## src/rtl/imem_ctrl.sv

```systemverilog
// Instruction-memory controller: block fetch with one-entry line buffer,
// round-robin read/write arbitration, block writes with buffer invalidation.
//
// Ports:
//   clk, rst_n                       clock, async active-low reset
//   rd_req/rd_addr -> rd_gnt         fetch request / one-cycle grant
//   rd_valid, rd_data0/1             fetched block pair, one-cycle valid
//   wr_req/wr_addr/wr_data -> wr_gnt block-write request / grant
//   wr_done                          one-cycle write completion
//   mem_addr/mem_rd/mem_wr/mem_wdata memory command port
//   mem_out1/mem_out2                memory data, valid cycle after mem_rd
//   busy                             high whenever not IDLE
module imem_ctrl #(
  parameter int WORD_W = 32,
  parameter int BLK_W  = 128,
  parameter int ALIGN  = 7
) (
  input  logic              clk,
  input  logic              rst_n,
  input  logic              rd_req,
  input  logic [WORD_W-1:0] rd_addr,
  output logic              rd_gnt,
  output logic              rd_valid,
  output logic [BLK_W-1:0]  rd_data0,
  output logic [BLK_W-1:0]  rd_data1,
  input  logic              wr_req,
  input  logic [WORD_W-1:0] wr_addr,
  input  logic [BLK_W-1:0]  wr_data,
  output logic              wr_gnt,
  output logic              wr_done,
  output logic [WORD_W-1:0] mem_addr,
  output logic              mem_rd,
  output logic              mem_wr,
  output logic [BLK_W-1:0]  mem_wdata,
  input  logic [BLK_W-1:0]  mem_out1,
  input  logic [BLK_W-1:0]  mem_out2,
  output logic              busy
);

  localparam logic [WORD_W-1:0] BLK_MASK =
    {WORD_W{1'b1}} << ALIGN;
  localparam logic [WORD_W-1:0] BLK_STEP =
    WORD_W'(1) << ALIGN;

  typedef enum logic [2:0] {
    IDLE,
    RD_ISSUE,
    RD_CAPT,
    RD_RESP,
    WR_ISSUE,
    WR_RESP
  } state_t;

  state_t state;
  state_t state_nx;

  logic              last_wr;
  logic              tag_vld;
  logic [WORD_W-1:0] tag;
  logic [WORD_W-1:0] rd_blk;
  logic [WORD_W-1:0] wr_blk;
  logic              idle;
  logic              pick_rd;
  logic              pick_wr;
  logic              rd_hit;
  logic              wr_inv;

  assign rd_blk = rd_addr & BLK_MASK;
  assign wr_blk = wr_addr & BLK_MASK;
  assign idle   = (state == IDLE);

  // On a tie the side that did not win last time is served.
  assign pick_rd = idle & rd_req
                 & (~wr_req | last_wr);
  assign pick_wr = idle & wr_req
                 & (~rd_req | ~last_wr);

  assign rd_hit = tag_vld & (rd_blk == tag);

  // A write to the buffered block or its pair block stales the buffer.
  assign wr_inv = (mem_addr == tag)
                | (mem_addr == tag + BLK_STEP);

  always_ff @(posedge clk or negedge rst_n) begin
    if (!rst_n) begin
      state   <= IDLE;
      last_wr <= 1'b1;
    end else begin
      state <= state_nx;
      if (pick_rd) begin
        last_wr <= 1'b0;
      end else if (pick_wr) begin
        last_wr <= 1'b1;
      end
    end
  end

  always_comb begin
    state_nx = state;
    rd_gnt   = 1'b0;
    wr_gnt   = 1'b0;
    mem_rd   = 1'b0;
    mem_wr   = 1'b0;
    rd_valid = 1'b0;
    wr_done  = 1'b0;
    busy     = 1'b1;
    unique case (state)
      IDLE: begin
        busy   = 1'b0;
        rd_gnt = pick_rd & rst_n;
        wr_gnt = pick_wr & rst_n;
        unique case (1'b1)
          pick_rd:
            state_nx = rd_hit ? RD_RESP
                              : RD_ISSUE;
          pick_wr:
            state_nx = WR_ISSUE;
          default: ;
        endcase
      end
      RD_ISSUE: begin
        mem_rd   = 1'b1;
        state_nx = RD_CAPT;
      end
      RD_CAPT: begin
        state_nx = RD_RESP;
      end
      RD_RESP: begin
        rd_valid = 1'b1;
        state_nx = IDLE;
      end
      WR_ISSUE: begin
        mem_wr   = 1'b1;
        state_nx = WR_RESP;
      end
      WR_RESP: begin
        wr_done  = 1'b1;
        state_nx = IDLE;
      end
      default: begin
        state_nx = IDLE;
      end
    endcase
  end

  // mem_addr only moves when a memory access will follow,
  // so a buffer hit leaves the memory port untouched.
  always_ff @(posedge clk or negedge rst_n) begin
    if (!rst_n) begin
      mem_addr  <= '0;
      mem_wdata <= '0;
      rd_data0  <= '0;
      rd_data1  <= '0;
      tag       <= '0;
      tag_vld   <= 1'b0;
    end else begin
      if (pick_rd && !rd_hit) begin
        mem_addr <= rd_blk;
      end else if (pick_wr) begin
        mem_addr  <= wr_blk;
        mem_wdata <= wr_data;
      end
      if (state == RD_CAPT) begin
        rd_data0 <= mem_out1;
        rd_data1 <= mem_out2;
        tag      <= mem_addr;
        tag_vld  <= 1'b1;
      end
      if (state == WR_ISSUE && wr_inv) begin
        tag_vld <= 1'b0;
      end
    end
  end

endmodule

```

## config.mk

```make
export PLATFORM = sky130hd
export DESIGN_NAME = imem_ctrl
export DESIGN_NICKNAME = d
export VERILOG_FILES = /design/src/rtl/imem_ctrl.sv
export SDC_FILE = /design/constraint.sdc
export NUM_CORES = 1
export LEC_CHECK = 0
export BUFFER_PORTS_ARGS = -buffer_cell sky130_fd_sc_hd__buf_2
export CAP_MARGIN = 15
export CORE_AREA = 2 2 343 345
export DETAILED_ROUTE_END_ITERATION = 8
export DIE_AREA = 0 0 345 347
export PLACE_DENSITY_LB_ADDON = 0.3
export SETUP_SLACK_MARGIN = 0.05
export SLEW_MARGIN = 15
export SYNTH_ARGS = -nofsm -noshare
export SYNTH_HDL_FRONTEND = slang
export SYNTH_SLANG_ARGS = --single-unit
```

## constraint.sdc

```tcl
create_clock -name clk -period 2.55 [get_ports clk]
set_input_delay 0.6375 -clock clk [delete_from_list [all_inputs] [get_ports clk]]
set_output_delay 0.6375 -clock clk [all_outputs]
set_load 0.01 [all_outputs]
```

==> results of run 1 <==
metal layers:
| layer | track usage [%] | share of wire (%) |
|---|---|---|
| met5 | 0 | 0.031 |
| met4 | 4.02 | 3.2 |
| met3 | 3.38 | 6.8 |
| met2 | 19.2 | 51 |
| met1 | 12.3 | 39 |
cell usage after synthesis (4+ instances only):
| library cell | count |
|---|---|
| a211oi_1 | 5 |
| a21o_1 | 24 |
| a21oi_1 | 7 |
| a22o_1 | 24 |
| and2_1 | 4 |
| and3_1 | 8 |
| buf_2 | 48 |
| buf_4 | 10 |
| buf_6 | 5 |
| clkbuf_1 | 12 |
| dfrtp_1 | 438 |
| inv_1 | 7 |
| mux2_2 | 406 |
| mux2i_1 | 4 |
| nand2_1 | 15 |
| nand3_1 | 13 |
| nand4_1 | 15 |
| nor2_1 | 15 |
| nor3_1 | 5 |
| nor3b_1 | 4 |
| nor4_1 | 4 |
| o21ai_0 | 9 |
| xnor2_1 | 37 |
| xor2_1 | 22 |
worst reg2reg max path, stage by stage (launching register included):
cell and delay, ns:
dfrtp_1 0.38, buf_4 0.17, xnor2_1 0.14, nand4_1 0.11
or4_4 0.57, nor4_4 0.28, nor2_2 0.08, buf_12 0.17
nor2_4 0.15, buf_12 0.16, a21o_1 0.13
worst paths after layout:
path | cells after the start | end
worst max-delay path | 4 | rd_gnt
worst max register to register | 10 | mem_addr[21]
min in group asynchronous | 2 | mem_wdata[120]
worst min register to register | 1 | mem_wdata[3]
max in group asynchronous | 4 | rd_data1[10]
worst min-delay path | 2 | last_wr
final cells by class:
| cell class | instances | area share (%) |
|---|---|---|
| timing repair buffer | 958 | 20.0 |
| multi-input combinational | 672 | 24.5 |
| tap | 1524 | 7.15 |
| clock buffer | 86 | 6.17 |
| clock inverter | 16 | 0.774 |
| antenna | 8 | 0.0751 |
| sequential | 439 | 41.2 |
| inverter | 7 | 0.0986 |
power groups by stage:
stage / Combinational, mW / Sequential [mW] / Clock, mW
4_1_cts: 16.6 / 12.7 / 8.34
3_3_place_gp: 16.5 / 12.7 / 0
3_5_place_dp: 16.5 / 12.8 / 0
2_1_floorplan: 7.52 / 14.1 / 0
6_report: 16.3 / 12.7 / 8.00
5_1_grt: 17.6 / 13.2 / 8.64
logic make-up (layout without fill, tap and decap cells):
logic type      Yosys count  in the layout  synth area share, %
simple gates            105            105                 3.56
buf+inv                  83           1067                 2.50
compound gates           90             90                 3.87
fa+ha+maj                 1              1               0.0698
other cells               1             15               0.0209
flops                   439            439                 61.3
xor+xnor                 59             59                 2.89
mux                     410            410                 25.7
state kept, by name, summed over array words and instances (netlist names):
| name | flops |
|---|---|
| mem_wdata | 128 |
| rd_data0 | 128 |
| rd_data1 | 128 |
| mem_addr | 25 |
| tag | 25 |
| state | 3 |
| last_wr | 1 |
| tag_vld | 1 |
per-stage QoR:
| step | area (um^2) | hold slack [ns] | setup TNS, ns |
|---|---|---|---|
| floorplan | 17900 | 0.342 | 0 |
| global placement | 24700 | 0.483 | -7.57 |
| detailed placement | 24700 | 0.489 | -7.68 |
| CTS | 26600 | 0.131 | 0 |
| global route | 26700 | 0.154 | 0 |
| finish | 26700 | 0.206 | 0 |
repair_timing:
item,4_1_cts,5_1_grt
pin swaps,1,4
hold buffers,1,0
cloned,0,0
endpoints found under the setup margin,2,28
endpoints found under the hold margin,9,0
buffers inserted,6,1
resized for setup,4,7
==> qor.csv, run 1 <==
metric,value,unit
status,"complete, no violations",
p_int,23.8,mW
dp_slack,-0.314,ns
avgSynthCellArea,15.1,um^2
synth-edff-count,0,
switchingPower,13.2,mW
synth_area,17900,um^2
dp.cells,3592,
ys_async_sr_fraction,100,%
combPwrFrac,44.1,%
gp_congestion,0.828,
synth_warnings,0,
row_count,125,
totalPowerFinal,37.0,mW
ios,875,
die_w,345,um
fin_crit,2.42,ns
p_leak,12.5,nW
area_growth,48.8,%
dr.pass1.iters,4,
insertion_delay,0.63,ns
antenna_found_initial,15,
ys_top_cells_by_area,"dfrtp_1, mux2_2, xnor2_1",
grt_max_degree,114,
cts_max_level,2,
drive_gt1_share,67.4,%
max_cap_violations,0,
grt_pass1_vias,14400,
cp_num_buf_inv,3,
die_area,120000,um^2
clock-sinks,439,
r2r_slack,0.15,ns
finClkSkew,0.0258,ns
layout_commonest_cell,buf_2,
critPathMaxFanout,15,
setup_ws,0.132,ns
multi_input_area,6520,um^2
hold_path.class,in -> reg,
synth_top_cell_by_area,dfrtp_1,
drcViolationCount,0,
grt_pass1_wl,97600,um
routedWlPerCell,18.1,um
stdcell_count,3710,
n_fill_cell,12600,
rsz0062_at_grt,yes,
fin_crit_sh,94.8,%
regToRegStartpoint,tag[8],
clk_pin_slew,0.06,ns
seq_area_frac_synth,61.3,%
grt_usage,10.9,%
yosysTopAreaCellShare,61.2,%
cts_max_path_buffers,3,
synthCells,1188,
holdCritStartpoint,rd_req,
core_area,116000,um^2
io_buffers,853,
start_util,15.5,%
cts_root_buffer,clkbuf_16,
ys_types,59,
setup_viol,0,
finish.utilization,23.0,%
wl,67200,um
cp.arrival,1.78,ns
cts_tree,built,
die_y,347,um
critPathLaunch,rst_n,
slowest_delay,0.59,ns
num_vias,13400,
power_frac_seq,34.2,%
fmax,0.413,GHz
synth_seq_cells,439,
ys.flop_type,dfrtp_1,
end_kind,output pin,
cts_buffers,56,
switching_share,35.6,%
grt-ovfl-total,0,
clkPwrFrac,21.6,%
viasPerCell,3.62,
hold_violations,0,
final_cell_mix,"buf_2, dfrtp_1, mux2_2",
drtIter0Drc,570,
p_per_area,1390,nW/um^2
crit_path_top_delay_cell,dlygate4sd3_1,
maxSlewHeadroom,36.8,%
nets,2587,
hpwlAfterDp,53600,um
criticalPathCategory,in -> out,
crit_required,1.91,ns
path_cells,"dlygate4sd3_1, buf_8, and3_4, buf_6",
cp-start-kind,input port,
slew_violations,0,
final_antenna_net_count,0,
tightest_slew,0.944,ns
critPathTopFamily,buffers and inverters,
regArea,11000,um^2
ir_drop,0.581,mV
Note: power is estimated with default switching activity, not from simulation.
==> run 2: changes to the inputs <==
==> constraint.sdc (replaced) <==
create_clock -name clk -period 2.55 [get_ports clk]
set_input_delay 0.3825 -clock clk [delete_from_list [all_inputs] [get_ports clk]]
set_output_delay 0.3825 -clock clk [all_outputs]
set_load 0.01 [all_outputs]
==> run 2 against run 1 <==
  * Hold slack worse by 0.14 ns
  * Sequential power about the same
  * Count of clock-buffer cells in the layout increased by 1
  * Die area unchanged
  * Final cell count rose by 8.9%
  * Utilization increased by 2.9 points
  * Critical path type is now reg -> reg
==> qor.csv, run 2 (synthesized netlist as in run 1, its figures left out) <==
metric,value,unit
rsz0062_at_grt,no,
largestRegisters,"mem_wdata x128, rd_data0 x128, rd_data1 x128",
finClkSkew,0.0133,ns
grt_pass1_wl,102000,um
r2r_slack,0.23,ns
io_buffers,853,
routedWlPerCell,17.1,um
num_vias,14800,
fmax,0.431,GHz
tns,0,ns
grt-ovfl-total,0,
grt_max_degree,102,
final_antenna_net_count,0,
criticalPathCategory,reg -> reg,
row_count,125,
gp_congestion,0.817,
grt_pass1_vias,16000,
clk_pin_slew,0.06,ns
final_cell_mix,"buf_2, dfrtp_1, mux2_2",
setup_ws,0.228,ns
area_growth,67.3,%
drive_gt1_share,57.1,%
cts_max_path_buffers,3,
cts_root_buffer,clkbuf_16,
grt_usage,11.2,%
hpwlAfterDp,53400,um
cts_tree,built,
fin_crit_sh,91.1,%
die_area,120000,um^2
dr.pass1.iters,4,
fin_crit,2.32,ns
antenna_found_initial,12,
drtIter0Drc,612,
viasPerCell,3.66,
crit_required,3.04,ns
wl,69100,um
post_cts_buffers,0,
hold_violations,0,
cts_max_level,2,
maxSlewHeadroom,58.5,%
die_y,347,um
clock-sinks,439,
insertion_delay,0.61,ns
cp.arrival,2.81,ns
nets,2921,
hold_path.class,in -> reg,
slew_violations,0,
crit_path_end,mem_addr[17],
worstReg2RegEnd,mem_addr[17],
finish.utilization,25.9,%
cp-start-kind,flop,
start_util,15.5,%
max_cap_violations,0,
p_leak,13.9,nW
tightest_slew,0.619,ns
critPathMaxFanout,11,
critPathLaunch,tag[11],
ir_drop,0.707,mV
r2r_cells,9,
n_fill_cell,12300,
drcViolationCount,0,
dp_slack,0.0425,ns
core_area,116000,um^2
die_w,345,um
status,"complete, no violations",
regToRegStartpoint,tag[11],
cts_buffers,54,
ios,875,
setup_viol,0,
end_kind,flop,
p_per_area,1230,nW/um^2
layout_commonest_cell,buf_2,
run 2: layout make-up:
cell class	instances	area, um^2	area share [%]
Tap cell	1524	1910	6.36
Timing Repair Buffer	1294	8710	29.1
Inverter	7	26.3	0.0877
Clock buffer	87	1660	5.53
Sequential cell	439	11000	36.7
Clock inverter	10	140	0.468
Antenna cell	7	17.5	0.0585
Multi-Input combinational cell	672	6520	21.8
run 2: metrics by stage:
stage | std cells | hold slack, ns | area, um^2 | power [mW]
detailed placement | 3570 | 0.293 | 24500 | 29.0
floorplan | 1194 | 0.0869 | 17900 | 21.6
finish | 4040 | 0.0681 | 30000 | 37.0
CTS | 4033 | 0.000722 | 29900 | 37.6
global route | 4037 | 0.0172 | 30000 | 39.2
global placement | 3570 | 0.288 | 24500 | 28.9
run 2: what timing repair did:
action | in CTS | in global routing
gates resized for setup | 0 | 4
setup endpoints to repair | 0 | 3
hold buffers | 366 | 0
endpoints found under the hold margin | 395 | 0
run 2: how the worst min path moves through the flow:
stage / startpoint / end / slack (ns) / depth (start not counted)
3_5_place_dp: rst_n / mem_wdata[18] / 0.29 / 1
2_1_floorplan: rst_n / mem_addr[10] / 0.09 / 0
3_3_place_gp: rst_n / mem_wdata[18] / 0.29 / 1
6_report: wr_data[76] / mem_wdata[76] / 0.07 / 2
5_1_grt: mem_out1[111] / rd_data0[111] / 0.02 / 2
4_1_cts: mem_out1[111] / rd_data0[111] / 0.0007 / 2
run 2: worst max-delay path, stage by stage, from the launching register on:
cell and delay, ns:
dfrtp_1 0.38, xnor2_1 0.14, buf_4 0.15, nand4_1 0.17, or4_4 0.59, nor4_4 0.18, nor2_2 0.09, buf_4 0.18
a22o_1 0.19, a21o_1 0.15
run 2: layer usage:
layer | vias up | share of wire, % | GRT usage [%]
met4 | 6 | 3.2 | 4.18
met5 | - | 0.049 | 0
met3 | 110 | 6.1 | 3.16
met2 | 473 | 52 | 20.0
li1 | 6831 | - | -
met1 | 7384 | 39 | 12.6
run 2: where the power goes:
part / switching, mW / internal (mW)
combinational: 7.99 / 8.45
clock: 3.12 / 4.72
sequential: 2.09 / 10.6
total: 13.2 / 23.8
==> run 3: changes to the inputs <==
--- a/config.mk
+++ b/config.mk
@@ -7,9 +7,9 @@
 export LEC_CHECK = 0
 export BUFFER_PORTS_ARGS = -buffer_cell sky130_fd_sc_hd__buf_2
 export CAP_MARGIN = 15
-export CORE_AREA = 2 2 343 345
+export CORE_AREA = 2 2 341 343
 export DETAILED_ROUTE_END_ITERATION = 8
-export DIE_AREA = 0 0 345 347
+export DIE_AREA = 0 0 343 345
 export PLACE_DENSITY_LB_ADDON = 0.3
 export SETUP_SLACK_MARGIN = 0.05
 export SLEW_MARGIN = 15
==> run 3 against run 2 <==
  * Setup slack got worse by 0.11 ns
  * Die area fell by 1.2%
  * Critical path depth fell by 4
  * Sequential share of layout area barely moved
  * Count of clock-buffer cells in the layout fell by 6
  * First-iteration DRC count fell by 15%
  * Hold slack improved by 0.0029 ns
  * Critical path type unchanged
==> qor.csv, run 3 (synthesized netlist as in run 1, its figures left out) <==
metric,value,unit
cp_common_cell,buf_4,
r2r_cells,5,
drcViolationCount,0,
tightest_slew,0.713,ns
drive_gt1_share,56.7,%
status,"complete, no violations",
routedWlPerCell,17.7,um
gp_congestion,0.827,
largestRegisters,"mem_wdata x128, rd_data0 x128, rd_data1 x128",
r2r_slack,0.12,ns
totalPowerFinal,36.9,mW
cp.arrival,2.92,ns
cts_buffers,54,
dp_slack,-0.0118,ns
die_w,343,um
die_y,345,um
drtIter0Drc,522,
regToRegStartpoint,state[1],
slew_violations,0,
worstReg2RegEnd,rd_data1[116],
cts_root_buffer,clkbuf_16,
regArea,11000,um^2
insertion_delay,0.61,ns
layout_commonest_cell,buf_2,
critPathTopFamily,buffers and inverters,
antenna_found_initial,9,
clk_pin_slew,0.06,ns
area_growth,67.1,%
num_vias,14900,
final_cell_mix,"buf_2, dfrtp_1, mux2_2",
final_antenna_net_count,0,
grt_pass1_vias,16100,
cp-start-kind,flop,
tns,0,ns
multi_input_area,6510,um^2
wl,71700,um
n_fill_cell,12200,
nets,2920,
setup_viol,0,
critPathMaxFanout,30,
post_cts_buffers,0,
path_cells,"nor3b_2, buf_4, buf_12, buf_4, mux2_2",
viasPerCell,3.68,
slowest_delay,0.65,ns
holdPathStages,2,
finClkSkew,0.0137,ns
io_buffers,853,
hold_end,mem_wdata[87],
start_util,15.6,%
p_leak,13.8,nW
p_per_area,1230,nW/um^2
fin_crit_sh,95.2,%
grt_usage,11.8,%
grt_pass1_wl,105000,um
ios,875,
maxSlewHeadroom,52.4,%
cp_num_buf_inv,3,
ir_drop,0.656,mV
fin_hold_ws,0.0710,ns
grt_max_degree,113,
cts_max_path_buffers,3,
stdcell_count,4042,
cts_tree,built,
clock-sinks,439,
end_kind,flop,
core_area,115000,um^2
criticalPathCategory,reg -> reg,
grt-ovfl-total,0,
fmax,0.412,GHz
holdCritStartpoint,wr_data[87],
crit_required,3.04,ns
die_area,118000,um^2
cts_max_level,2,
max_cap_violations,0,
dp.cells,3561,
rsz0062_at_grt,yes,
setup_ws,0.121,ns
row_count,125,
hold_path.class,in -> reg,
fin_crit,2.43,ns
hpwlAfterDp,54300,um
dr.pass1.iters,4,
hold_violations,0,
crit_path_top_delay_cell,nor3b_2,
## run 3: cell type report
| class | instances | area share [%] |
|---|---|---|
| sequential | 439 | 36.7 |
| clock inverter | 18 | 0.686 |
| clock buffer | 81 | 5.26 |
| tap | 1524 | 6.37 |
| timing repair buffer | 1293 | 29.1 |
| multi-input combinational | 672 | 21.8 |
| antenna | 8 | 0.0669 |
| inverter | 7 | 0.0878 |
## run 3: stage by stage
step | area [um^2] | util, %
final | 29900 | 26.0
after global routing | 29900 | 26.0
after CTS | 29900 | 26.0
after detailed placement | 24400 | 21.2
after global placement | 24400 | 21.2
after floorplan | 17900 | -
## run 3: what timing repair did
action                                  in CTS  in global routing
endpoints found under the setup margin       1                106
hold endpoints to repair                   401                  0
resized for setup                            1                  2
hold buffers                               374                  0
pin swaps                                    0                  4
## run 3: layer usage
layer  share of wire, %  global-route usage (%)  up-vias
li1                   -                       -     6821
met5              0.038                       0        -
met4                3.1                    4.14        4
met1                 39                    13.7     7427
met2                 51                    20.4      481
met3                7.1                    3.39      122
## run 3: worst max path at each step
stage,startpoint,end,slack (ns),depth (start not counted)
finish,state[1],rd_data1[116],0.12,5
global route,state[1],rd_data1[116],-0.05,5
CTS,state[1],rd_data1[116],0.1,5
detailed placement,rd_addr[11],mem_addr[12],-0.01,11
global placement,rd_addr[11],mem_addr[24],-0.02,11
floorplan,tag[7],tag_vld,0.41,8
## run 3: worst register-to-register path, stage by stage (launching register included)
cell and delay (ns):
dfrtp_1 0.53, nor3b_2 0.65, buf_4 0.29, buf_12 0.21, buf_4 0.28, mux2_2 0.34
## run 3: where the power goes
part / switching (mW) / leakage [nW] / total [mW] / internal (mW)
Sequential: 2.23 / 5.20 / 12.8 / 10.6
Clock: 3.17 / 0.870 / 7.82 / 4.65
Combinational: 7.91 / 7.73 / 16.3 / 8.38
Total: 13.3 / 13.8 / 36.9 / 23.6
